### src/rtl/shift_stage_pkg.sv
// Shared constants and the stored-entry type for the RV32I shift execute stage.
// Optional macro SHIFT_STAGE_ILLEGAL_CHECK_EN adds the illegal flag to each entry.
package shift_stage_pkg;

    localparam int XLEN_P = 32;
    localparam int TAGW_P = 5;

    localparam logic [2:0] F3_SLL  = 3'b001;
    localparam logic [2:0] F3_SR   = 3'b101;
    localparam logic [6:0] F7_BASE = 7'b0000000;
    localparam logic [6:0] F7_ALT  = 7'b0100000;

    typedef struct packed {
        logic [XLEN_P-1:0] data;
        logic [TAGW_P-1:0] rd;
`ifdef SHIFT_STAGE_ILLEGAL_CHECK_EN
        logic              illegal;
`endif
    } entry_t;

`ifdef SHIFT_STAGE_ILLEGAL_CHECK_EN
    // SLL only exists with funct7=0; SRL/SRA take either funct7 encoding.
    function automatic logic is_illegal(input logic [2:0] f3, input logic [6:0] f7);
        logic legal;
        legal = ((f3 == F3_SLL) && (f7 == F7_BASE)) ||
                ((f3 == F3_SR) && ((f7 == F7_BASE) || (f7 == F7_ALT)));
        return !legal;
    endfunction
`endif

endpackage

### src/rtl/shift_stage_shift.sv
// Combinational barrel shifter: logical left, logical right or arithmetic right by shamt.
module shift #(
    parameter int W = 32
) (
    input  logic [W-1:0] d,
    input  logic [4:0]   shamt,
    input  logic         right,
    input  logic         arith,
    output logic [W-1:0] shifted
);

    // Select shift direction and fill
    always_comb begin
        shifted = d;
        if (right) begin
            if (arith) begin
                shifted = $signed(d) >>> shamt;
            end else begin
                shifted = d >> shamt;
            end
        end else begin
            shifted = d << shamt;
        end
    end

endmodule

### src/rtl/shift_stage.sv
// RV32I shift execute stage: decode, barrel shift, OUT/SKID registers toward writeback.
// Optional macro SHIFT_STAGE_ILLEGAL_CHECK_EN adds the out_illegal port.
module shift_stage
    import shift_stage_pkg::*;
#(
    parameter int XLEN = 32,
    parameter int TAGW = 5
) (
    input  logic            clk,
    input  logic            rstn,
    input  logic            flush,
    input  logic            in_valid,
    output logic            in_ready,
    input  logic [2:0]      funct3,
    input  logic [6:0]      funct7,
    input  logic            is_imm,
    input  logic [XLEN-1:0] rs1_data,
    input  logic [XLEN-1:0] rs2_data,
    input  logic [4:0]      imm_shamt,
    input  logic [TAGW-1:0] rd,
    output logic            out_valid,
    input  logic            out_ready,
    output logic [XLEN-1:0] out_data,
`ifdef SHIFT_STAGE_ILLEGAL_CHECK_EN
    output logic            out_illegal,
`endif
    output logic [TAGW-1:0] out_rd
);

    logic [4:0]      shamt_s;
    logic            right_s;
    logic            arith_s;
    logic [XLEN-1:0] shifted_s;
    logic            unused_s;

    entry_t new_s;
    entry_t out_r;
    entry_t skid_r;
    entry_t out_nxt_s;
    entry_t skid_nxt_s;

    logic out_valid_r;
    logic skid_valid_r;
    logic in_ready_r;
    logic out_valid_nxt_s;
    logic skid_valid_nxt_s;
    logic drain_s;
    logic accept_s;

`ifdef SHIFT_STAGE_ILLEGAL_CHECK_EN
    assign unused_s = ^{rs2_data[XLEN-1:5]};
`else
    assign unused_s = ^{rs2_data[XLEN-1:5], funct3[1:0], funct7[6], funct7[4:0]};
`endif

    // Decode shift controls and shift amount
    always_comb begin
        right_s = funct3[2];
        arith_s = funct3[2] & funct7[5];
        if (is_imm) begin
            shamt_s = imm_shamt;
        end else begin
            shamt_s = rs2_data[4:0];
        end
    end

    shift #(.W(XLEN)) u_shift (
        .d       (rs1_data),
        .shamt   (shamt_s),
        .right   (right_s),
        .arith   (arith_s),
        .shifted (shifted_s)
    );

    // Build the entry stored on accept; illegal encodings carry zero data
    always_comb begin
        new_s      = '0;
        new_s.rd   = rd;
`ifdef SHIFT_STAGE_ILLEGAL_CHECK_EN
        new_s.illegal = is_illegal(funct3, funct7);
        if (new_s.illegal) begin
            new_s.data = '0;
        end else begin
            new_s.data = shifted_s;
        end
`else
        new_s.data = shifted_s;
`endif
    end

    assign drain_s  = out_valid_r & out_ready;
    assign accept_s = in_valid & in_ready_r;

    // OUT/SKID next state: flush, then skid refill, then direct load, then skid capture
    always_comb begin
        out_nxt_s        = out_r;
        skid_nxt_s       = skid_r;
        out_valid_nxt_s  = out_valid_r;
        skid_valid_nxt_s = skid_valid_r;
        if (flush) begin
            out_valid_nxt_s  = 1'b0;
            skid_valid_nxt_s = 1'b0;
        end else if (skid_valid_r) begin
            if (drain_s) begin
                out_nxt_s        = skid_r;
                out_valid_nxt_s  = 1'b1;
                skid_valid_nxt_s = 1'b0;
            end else begin
                out_valid_nxt_s  = 1'b1;
                skid_valid_nxt_s = 1'b1;
            end
        end else if (!out_valid_r || drain_s) begin
            if (accept_s) begin
                out_nxt_s       = new_s;
                out_valid_nxt_s = 1'b1;
            end else begin
                out_valid_nxt_s = 1'b0;
            end
        end else begin
            if (accept_s) begin
                skid_nxt_s       = new_s;
                skid_valid_nxt_s = 1'b1;
            end else begin
                skid_valid_nxt_s = 1'b0;
            end
        end
    end

    // State registers; in_ready is registered from next skid occupancy
    always_ff @(posedge clk) begin
        if (!rstn) begin
            out_r        <= '0;
            skid_r       <= '0;
            out_valid_r  <= 1'b0;
            skid_valid_r <= 1'b0;
            in_ready_r   <= 1'b1;
        end else begin
            out_r        <= out_nxt_s;
            skid_r       <= skid_nxt_s;
            out_valid_r  <= out_valid_nxt_s;
            skid_valid_r <= skid_valid_nxt_s;
            in_ready_r   <= ~skid_valid_nxt_s;
        end
    end

    assign in_ready  = in_ready_r;
    assign out_valid = out_valid_r;
    assign out_data  = out_r.data;
    assign out_rd    = out_r.rd;
`ifdef SHIFT_STAGE_ILLEGAL_CHECK_EN
    assign out_illegal = out_r.illegal;
`endif

endmodule
### config.mk
export PLATFORM = sky130hd
export DESIGN_NAME = shift_stage
export DESIGN_NICKNAME = d
export VERILOG_FILES = /design/src/rtl/shift_stage_pkg.sv /design/src/rtl/shift_stage_shift.sv /design/src/rtl/shift_stage.sv
export SDC_FILE = /design/constraint.sdc
export NUM_CORES = 1
export LEC_CHECK = 0
export CORE_MARGIN = 3
export CORE_UTILIZATION = 55
export DETAILED_ROUTE_END_ITERATION = 12
export PLACE_DENSITY_LB_ADDON = 0.1
export SYNTH_ARGS = -nofsm -noshare
export SYNTH_HDL_FRONTEND = slang
export SYNTH_SLANG_ARGS = --single-unit
### constraint.sdc
create_clock -name clk -period 5.3 [get_ports clk]
set_input_delay 1.59 -clock clk [delete_from_list [all_inputs] [get_ports clk]]
set_output_delay 1.59 -clock clk [all_outputs]
set_load 0.1 [all_outputs]
==> metrics.txt <==
status complete, no violations; Logic pwr share 43.2%; global-route wire length before repair 43.1 mm; actual slew at the worst max-slew pin 1000 ps; Post CTS Setup Buffer Count 0; Detailed Route Iter0 Violations 1292; simple-gate share of the synthesized area 18.0%; internal power 1.36 mW; CTS max path bufs 2; routability cong. 1.02; Post-Synth Adder-Cell Area 0%; RSZ-0062 raised after global routing no; P&R area growth vs syn 17.2%; starting density of the core 57.5%; FF-to-FF setup slack 2650 ps; peak supply drop 0.000211 V; CTS resizes 0; startpoint types input pin; DIE AREA 0.0149 mm²; Syn Inst Count 898; CP peak stage delay 590 ps; Worst Setup End Kind flop; Syn Area/Cell 8.27 µm²; Routed WL 28.0 mm; setup ws final 519 ps; Max-Cap Viols 0; mux contribution to synthesized area 28.4%; Rel. slew slack 32.8%; final cycle utilization of the critical path 90.2%; Clock power frac 29.2%; largest net degree at the start of global routing 70; Max Clock Freq 0.209 GHz; TNS Setup 0 ps; vias in the first global route 7482; register area 0.00154 mm²; Power Dens Cells 257 mW/mm²; CP Data Required Time 5510 ps; hold_sp skid_r[27]; core area 0.0129 mm²; worst min path class reg2reg; hold_ws 461 ps; FFs w/ async S/R, synth 0%; Net Switching 0.879 mW; share of cells above drive strength 1 14.0%; Antenna Cells 0; Yosys cell types 75; post-synthesis xor/xnor area fraction 0%; CTS buffer count 9; Leak 3.16 nW; clk sinks 77; CP Max Fanout 19; CP Launch Point is_imm; Fillers 1067; crit path kind in2reg; I/O Buffers 93; final net count 1030; Synth Flop Type dfxtp_1; root buffer cell clkbuf_16; Mapped Area 0.00743 mm²; register area share after synthesis 20.7%; Crit path arrival time 4990 ps; CP max stage cell clkdlybuf4s50_1; vias per inst 7.26; switching fraction of total power 39.3%; initial antenna violation count 0; Yosys reg bits 77; DRT antenna net count 0; placed cells 1101; final setup fails 0; Die Ht 122 µm; worst skew pair latency 340 ps; combinational family with the most area after synthesis multiplexers; multi-input logic area 0.00540 mm²; EDFF count, synth 0; Place WS 311 ps; Worst-path clk slew 60 ps; CTS HTree Levels 3; Worst R2R Start skid_valid_r; Die Wd 122 µm; CTS Hold Buffers Added 0; crit path cell chain clkdlybuf4s50_1, mux2i_4, buf_4, mux4_2, o21ai_0, a221oi_1, o2bb2ai_1, o211ai_1; minimum clock period 4780 ps; Vias 8107; FP Rows 41; Mapped Nets 988; DR pass1 iterations 6; CTS tree done; # DRC 0; drt wl/cell 25.0 µm; Sequential Power Share 27.5%; Ports 129; total track usage 37.2%; clock skew 4.91 ps; post-route insts no fill 1117; Synth Area in Compound Gates 26.1%; Final Util 67.3%; final hold violation count 0; GRT overflow 0; post-detail-place hpwl 20.4 mm; Synthesis Warnings 0; Max Slew Vio Count 0
worst max-delay path: cells and delay by family:
kind / cells / cell delay [ps]
buf+inv: 2 / 990
compound gates: 4 / 1280
mux: 2 / 1120
synthesized netlist by cell type, drive strengths merged (21+ instances only):
cell      n  area (µm²)
mux4     53        1200
a21oi    52         264
nor2     77         289
buf      36         263
o21ai    72         360
mux2i    69         741
clkbuf   60         225
nand2   105         394
o22ai    21         131
nor3     24         125
nand3    45         225
dfxtp    77        1540
final cells by class:
type,instances,area share (%)
inverters,5,0.216
clock inverters,6,1.01
well taps,172,2.47
flip-flops and latches,77,17.7
clock buffers,10,2.63
repair buffers,127,14.0
multi-input cells,720,62.0
cells by family after synthesis:
family                 after synthesis
AND/OR/NAND/NOR                    298
multiplexers                       136
buffers and inverters              101
AO/OA/AOI/OAI                      286
flip-flops                          77
sequential cells by signal (all words and copies together) (netlist names):
| signal | count |
|---|---|
| in_ready | 1 |
| out_data | 32 |
| out_rd | 5 |
| out_valid | 1 |
| skid_r | 37 |
| skid_valid_r | 1 |
cell usage in the layout (no fill, tap or decap), drive strengths merged, types with 8 or more instances in the layout:
cell / netlist / layout
nand2: 105 / 105
clkdlybuf4s50: 0 / 92
nor2: 77 / 77
dfxtp: 77 / 77
o21ai: 72 / 72
mux2i: 69 / 69
mux4: 53 / 53
a21oi: 52 / 52
nand3: 45 / 45
buf: 36 / 35
nor3: 24 / 24
o22ai: 21 / 21
a31oi: 16 / 16
or3: 15 / 15
a211oi: 15 / 15
o211ai: 14 / 14
mux2: 14 / 14
a311oi: 10 / 10
clkbuf: 60 / 10
and3: 8 / 8
routing by layer:
metal,up-vias,track usage (%),wire length (µm),part of all wire [%]
met2,583,55.9,12400,44
met4,0,14.8,1250,4.5
met5,-,0,0,0
met1,3851,51.2,11000,39
li1,3562,-,-,-
met3,111,9.72,3300,12
worst paths after layout:
| kind | to | cells past startpoint |
|---|---|---|
| setup / recovery | out_data[1] | 8 |
| hold / removal | skid_r[27] | 2 |
| setup reg to reg | out_data[20] | 7 |
| hold reg to reg | skid_r[27] | 2 |
power groups by stage:
stage | combinational [mW] | sequential, mW | clock, mW
after global routing | 1.01 | 0.617 | 0.682
after floorplan | 0.518 | 0.765 | 0
after CTS | 0.941 | 0.615 | 0.653
after detailed placement | 0.936 | 0.627 | 0
after global placement | 0.923 | 0.626 | 0
final | 0.967 | 0.615 | 0.653
per-stage QoR:
stage,power [mW],area [µm²]
2_1_floorplan,1.28,7430
3_3_place_gp,1.55,8390
5_1_grt,2.31,8710
3_5_place_dp,1.56,8390
4_1_cts,2.21,8710
6_report,2.24,8710
(Power assumes the default switching activity.)
